===== src/rtl/evr_pulse_generator.sv =====
// evr_pulse_generator: delayed, programmable-width pulse launched by one EVR
// event strobe. Latches the timestamp at the trigger and counts accepted and
// missed triggers. Everything runs in the EVR recovered-clock domain.
module evr_pulse_generator #(
  parameter int DELAY_WIDTH     = 32,
  parameter int WIDTH_WIDTH     = 24,
  parameter int TIMESTAMP_WIDTH = 64
) (
  input  logic                       evrRxClk,
  input  logic                       evrRxReset,
  input  logic                       trigger,
  input  logic                       enable,
  input  logic                       invert,
  input  logic [DELAY_WIDTH-1:0]     delay,
  input  logic [WIDTH_WIDTH-1:0]     width,
  input  logic [TIMESTAMP_WIDTH-1:0] timestamp,
  input  logic                       timestampValid,
  output logic                       pulse,
  output logic                       busy,
  output logic [TIMESTAMP_WIDTH-1:0] triggerTimestamp,
  output logic                       triggerTimestampValid,
  output logic [31:0]                acceptedCount,
  output logic [15:0]                missedCount
);

  // One down-counter serves both the delay and the width phase.
  localparam int CNT_WIDTH = (DELAY_WIDTH > WIDTH_WIDTH) ? DELAY_WIDTH : WIDTH_WIDTH;

  typedef enum logic [1:0] {IDLE, DELAY, ACTIVE} stateT;

  stateT                  state, stateNext;
  logic [CNT_WIDTH-1:0]   cnt, cntNext;
  logic                   raw, rawNext;
  logic [WIDTH_WIDTH-1:0] wReg;
  logic                   accept, miss;

  // Next-state logic; delay/width are only looked at on accept so a pulse in
  // flight is immune to register changes.
  always_comb begin
    stateNext = state;
    cntNext   = cnt;
    rawNext   = raw;
    accept    = 1'b0;
    miss      = 1'b0;
    case (state)
      IDLE: begin
        if (trigger && enable) begin
          accept = 1'b1;
          if (width != '0) begin
            if (delay == '0) begin
              stateNext = ACTIVE;
              rawNext   = 1'b1;
              cntNext   = CNT_WIDTH'(width) - CNT_WIDTH'(1);
            end else begin
              stateNext = DELAY;
              cntNext   = CNT_WIDTH'(delay) - CNT_WIDTH'(1);
            end
          end
        end
      end
      DELAY: begin
        if (!enable) begin
          stateNext = IDLE;
          rawNext   = 1'b0;
        end else begin
          miss = trigger;
          if (cnt == '0) begin
            stateNext = ACTIVE;
            rawNext   = 1'b1;
            cntNext   = CNT_WIDTH'(wReg) - CNT_WIDTH'(1);
          end else begin
            cntNext = cnt - CNT_WIDTH'(1);
          end
        end
      end
      ACTIVE: begin
        if (!enable) begin
          stateNext = IDLE;
          rawNext   = 1'b0;
        end else begin
          miss = trigger;
          if (cnt == '0) begin
            stateNext = IDLE;
            rawNext   = 1'b0;
          end else begin
            cntNext = cnt - CNT_WIDTH'(1);
          end
        end
      end
      default: begin
        stateNext = IDLE;
        rawNext   = 1'b0;
      end
    endcase
  end

  // State, counters and trigger latches; reset wins over a same-edge trigger.
  always_ff @(posedge evrRxClk) begin
    if (evrRxReset) begin
      state                 <= IDLE;
      cnt                   <= '0;
      raw                   <= 1'b0;
      wReg                  <= '0;
      triggerTimestamp      <= '0;
      triggerTimestampValid <= 1'b0;
      acceptedCount         <= '0;
      missedCount           <= '0;
    end else begin
      state <= stateNext;
      cnt   <= cntNext;
      raw   <= rawNext;
      if (accept) begin
        wReg                  <= width;
        triggerTimestamp      <= timestamp;
        triggerTimestampValid <= timestampValid;
        acceptedCount         <= acceptedCount + 32'd1;
      end
      if (miss && (missedCount != 16'hFFFF))
        missedCount <= missedCount + 16'd1;
    end
  end

  assign busy  = (state != IDLE);
  assign pulse = raw ^ invert;

endmodule


===== config.mk =====
export PLATFORM = sky130hd
export DESIGN_NAME = evr_pulse_generator
export DESIGN_NICKNAME = d
export VERILOG_FILES = /design/src/rtl/evr_pulse_generator.sv
export SDC_FILE = /design/constraint.sdc
export NUM_CORES = 1
export LEC_CHECK = 0
export ABC_CLOCK_PERIOD_IN_PS = 2930
export BUFFER_PORTS_ARGS = -buffer_cell sky130_fd_sc_hd__buf_2
export CORE_AREA = 2 2 193 119
export CTS_BUF_LIST = sky130_fd_sc_hd__clkbuf_8
export CTS_CLUSTER_DIAMETER = 30
export DETAILED_ROUTE_END_ITERATION = 10
export DIE_AREA = 0 0 195 121
export PLACE_DENSITY = 0.69
export REMOVE_ABC_BUFFERS = 1
export SYNTH_ARGS = -nofsm -noshare
export SYNTH_HDL_FRONTEND = slang
export SYNTH_SLANG_ARGS = --single-unit

===== constraint.sdc =====
create_clock -name evrRxClk -period 2.93 [get_ports evrRxClk]
set_input_delay 0.586 -clock evrRxClk [delete_from_list [all_inputs] [get_ports evrRxClk]]
set_output_delay 0.586 -clock evrRxClk [all_outputs]
set_load 0.05 [all_outputs]

* After elaboration in Yosys (flattened, before gate mapping)
Cells that the tools add are included.
** Word-level totals
- Register bits after elaboration :: 172
- Bits of input ports :: 126
- Output and inout bits :: 115
** Cells by class
- $add $sub $neg :: 6
- Equal/unequal tests :: 11
- Multiplexer cells :: 28
- Bitwise operators :: 1
- Reductions and logical operators :: 12
** Operators by type and width (number)
- 32-bit two-way mux :: 7
- 32-bit one-hot mux with 3 select lines :: 1
- 32-bit logical NOT :: 2
- 32-bit by 1-bit subtractor with 32-bit output, second input constant :: 2
- 24-bit by 1-bit subtractor with 25-bit output, second input constant :: 2
- 32-bit by 1-bit adder with 32-bit output, second input constant :: 1
- 24-bit nonzero test :: 1
- 16-bit by 1-bit adder with 16-bit output, second input constant :: 1
- 16-bit inequality test, second input constant :: 1
- 2-bit two-way mux :: 7
- 2-bit inequality test, second input constant :: 6
- 1-bit two-way mux :: 11
- 3-bit inequality test, second input constant :: 2
- 2-bit one-hot mux with 3 select lines :: 1
- 6-bit AND reduction :: 1
- 5-bit AND reduction :: 1
- 4-bit AND reduction :: 1
- 1-bit one-hot mux with 3 select lines :: 1
- 3-bit nonzero test :: 1
- 2-bit by 1-bit equality test with 1-bit output, second input constant :: 1
- 2-bit equality test, second input constant :: 1
- 1-bit logical AND :: 2
- 2-bit logical NOT :: 1
- 2-bit nonzero test :: 1
- 2 further kinds :: 2

* Depth between registers and ports, before layout
- Depth after elaboration :: 5
- Depth in mapped cells :: 11
- Depth with buffers taken out :: 8

* Worst setup path after synthesis
Ideal clock, no wire load.
- Kind :: input -> register
- Start point :: input width[2]
- End point :: register cnt[15]
- Setup time :: 0.117 ns
- Arrival :: 2.489 ns
- Setup slack :: 0.324 ns
- Cell stages on the path :: 8
- Buffers on the path :: 2
- Cells stage by stage :: clkbuf_1 -> nor4_2 -> nand4_1 -> o31a_1 -> and3_1 -> clkbuf_1 -> a32o_1 -> a22o_1
** On the way
- Longest elaborated chain between the ends :: 5
** Ends and longest elaborated chain
- start: declaration :: line 15 : input logic [WIDTH_WIDTH-1:0] width,
- 24-bit by 1-bit subtractor with 25-bit output :: line 53 : cntNext = CNT_WIDTH'(width) - CNT_WIDTH'(1);
- 32-bit two-way mux :: line 50 : if (delay == '0) begin
- 32-bit two-way mux :: line 49 : if (width != '0) begin
- 32-bit two-way mux :: line 47 : if (trigger && enable) begin
- 32-bit one-hot mux with 3 select lines :: line 45 : case (state)
- end signal: assignment :: line 110 : cnt <= cntNext;
- end: declaration :: line 32 : logic [CNT_WIDTH-1:0] cnt, cntNext;
Several ways; a longest one is shown, not always the timed one. The select of a mux whose other input is x is not followed.
A chain may end at the register's enable or synchronous reset.

* Worst setup path after layout
- Start point :: register state[0]
- End point :: register cnt[11]
** On the way
- Longest elaborated chain between the ends :: 3
** Ends and longest elaborated chain
- start: declaration :: line 31 : stateT state, stateNext;
- start signal: assignment :: line 109 : state <= stateNext;
- 2-bit equality test, or another cell as far along :: line 45
- 2-bit inequality test (no line) / 3-bit nonzero test (equally long branches)
- 6-bit AND reduction (no line)
Several ways; a longest one is shown, not always the timed one.

==> results.json <==
{
  "cts_tree": "yes",
  "hold_violations": 0,
  "area_delta_synth_final_pct": 24.1,
  "dr.pass1.iters": 5,
  "totalPowerFinal_mw": 9.96,
  "hold_end": "triggerTimestamp[55]$_SDFFE_PP0P_",
  "cts.sinks": 172,
  "clkTransAtPathRegs_ns": 0.10,
  "cts_buffers": 17,
  "dp_hpwl_mm": 25.8,
  "placed_cells": 1782,
  "wl_per_cell_um": 18.7,
  "clock.fmax_mhz": 354,
  "synth_area_um2": 9680,
  "grt_max_degree": 132,
  "r2r-start": "state[0]$_SDFFE_PP0P_",
  "ys_ff_latch": 172,
  "period_share": 0.964,
  "hp-start": "timestamp[55]",
  "dieWidth_um": 195,
  "setup-tns-final_ns": 0,
  "arrival_ns": 3.20,
  "tightest_slew_ns": 1.00,
  "ys.flop_type": "dfxtp_1",
  "core_area_um2": 21800,
  "multi_input_area_um2": 5900,
  "row_count": 42,
  "synthDistinctLibCells": 70,
  "drc": 0,
  "grt-ovfl-total": 0,
  "worst_setup_path_end_kind": "register",
  "dieArea_um2": 23600,
  "finalNetCount": 1651,
  "r2r_end": "cnt[11]$_SDFFE_PP0P_",
  "ys_warn_count": 0,
  "relSlewSlack": 0.330,
  "setup_viol": 0,
  "start_kind": "register",
  "drtIter0Drc": 978,
  "dieHeight_um": 121,
  "clockBufferDepth": 2,
  "vdd_drop_max_uv": 444,
  "grt_pass1_wl_mm": 51.8,
  "drive_above_1_share": 0.246,
  "grt_pass1_vias": 9353,
  "power.leakage_nw": 4.85,
  "crit_type": "reg2reg",
  "numPortBuffers": 240,
  "grtUsageTotal": 0.282,
  "netlist_instances": 1246,
  "fillers": 2095,
  "final_cells": 1814,
  "start_util": 0.445,
  "fin_skew_ns": 0.0184,
  "min_period_ns": 2.82,
  "root_buffer": "clkbuf_8",
  "wl_mm": 33.9,
  "gp_congestion": 0.972,
  "clk_latency_ns": 0.49,
  "r2r_cells": 9,
  "cap_viol_max_count": 0,
  "cp.required_ns": 3.31,
  "htree_levels": 4,
  "post_cts_buffers": 0,
  "status": "complete, no violations",
  "synth_area_per_cell_um2": 7.77,
  "viasPerCell": 5.72,
  "path_max_fanout": 15,
  "synth-seq-area-share": 0.356,
  "io-pin-count": 241,
  "drv_slew": 0,
  "rsz0062_at_grt": "no",
  "min_path_cells": 3,
  "synth_enable_flop_cells": 0,
  "postSynth.asyncResetShare": 0,
  "rrSetupSlack_ns": 0.11,
  "postCtsHoldBufs": 0,
  "min_path_type": "in2reg",
  "vias": 10376,
  "cts_resized": 0,
  "power_density_nw_per_um2": 828,
  "final_antenna_net_count": 0,
  "antenna_found_initial": 1,
  "regArea_um2": 3440
}
kinds of logic after synthesis:
group | share of synthesized area
buf+inv | 0.0355
xor+xnor | 0.105
flops | 0.356
fa+ha+maj | 0.0129
simple gates | 0.310
mux | 0.0103
compound gates | 0.170
registers in the layout, summed over array words and instances (netlist names):
register	count
acceptedCount	32
missedCount	16
triggerTimestampValid	1
triggerTimestamp	64
cnt	32
state	2
raw	1
wReg	24
Yosys cell counts (10+ instances only):
cell type | n | share of area
nand2_1 | 232 | 0.090
mux2i_1 | 10 | 0.010
inv_1 | 19 | 0.0074
or3_1 | 23 | 0.015
o211ai_1 | 11 | 0.0085
o21ai_0 | 27 | 0.014
nor2_1 | 100 | 0.039
ha_1 | 10 | 0.013
clkbuf_1 | 58 | 0.022
xor2_1 | 63 | 0.057
nor4_1 | 39 | 0.025
or4_1 | 18 | 0.014
nor3_1 | 41 | 0.021
and3_1 | 12 | 0.0078
nand3_1 | 40 | 0.021
xnor2_1 | 53 | 0.048
dfxtp_1 | 172 | 0.36
nand4_1 | 31 | 0.020
a21oi_1 | 110 | 0.057
a311oi_1 | 10 | 0.0090
worst max-delay path: stages (launching register included):
cell	delay, ns
dfxtp_1	0.32
inv_1	0.10
ha_1	0.30
or3_1	0.14
o211a_1	0.31
o31a_1	0.30
and2_1	0.58
buf_4	0.26
nor2_1	0.04
a2111oi_0	0.36
layout make-up:
| cell class | instances | area share |
|---|---|---|
| sequential | 172 | 0.286 |
| tap | 286 | 0.0298 |
| inverter | 20 | 0.00624 |
| antenna | 1 | 0.000208 |
| timing repair buffer | 318 | 0.153 |
| multi-input combinational | 986 | 0.491 |
| clock inverter | 13 | 0.0127 |
| clock buffer | 18 | 0.0206 |
metal layers:
| metal | share of wire | up-vias | GRT usage | routed length (um) |
|---|---|---|---|---|
| met5 | 0.00038 | - | 0 | 13 |
| met4 | 0.013 | 2 | 0.0658 | 439 |
| met3 | 0.13 | 38 | 0.116 | 4390 |
| met2 | 0.38 | 483 | 0.366 | 13000 |
| met1 | 0.47 | 4836 | 0.421 | 16100 |
| li1 | - | 5017 | - | - |
report_power, final:
group	internal, mW	leakage [nW]	switching, mW
logic	1.89	3.24	3.30
clock network	0.855	0.214	0.906
registers	2.66	1.40	0.350
through the flow:
step	util	cell area [um2]	setup slack (ns)	hold WS, ns
after floorplan	-	9420	-0.947	0.446
after global placement	0.534	11600	0.0495	0.438
after detailed placement	0.534	11600	0.0773	0.443
after CTS	0.553	12000	0.185	0.308
after global routing	0.553	12000	0.000183	0.319
final	0.553	12000	0.106	0.333
cells in the final DEF (no fill, tap or decap), types with 11 or more instances in the layout:
cell type and n:
a21oi_1 110, and3_1 11, buf_2 239, buf_4 75, clkbuf_8 18, dfxtp_1 172, inv_1 23, nand2_1 231
nand3_1 40, nand4_1 31, nor2_1 100, nor3_1 41, nor4_1 39, o211ai_1 11, o21ai_0 27, or3_1 23
or4_1 18, xnor2_1 53, xor2_1 63
worst max-delay path by stage:
stage / to / slack [ns] / cells after the start / from
final: cnt[11]$_SDFFE_PP0P_ / 0.11 / 9 / state[0]$_SDFFE_PP0P_
after global routing: cnt[11]$_SDFFE_PP0P_ / 0.0002 / 9 / state[0]$_SDFFE_PP0P_
after CTS: cnt[11]$_SDFFE_PP0P_ / 0.19 / 9 / state[0]$_SDFFE_PP0P_
after detailed placement: cnt[14]$_SDFFE_PP0P_ / 0.08 / 7 / width[13]
after global placement: cnt[14]$_SDFFE_PP0P_ / 0.05 / 7 / width[13]
after floorplan: acceptedCount[31]$_SDFFE_PP0P_ / -0.95 / 8 / state[0]$_SDFFE_PP0P_
No activity file was read; power rests on OpenSTA's default activity.
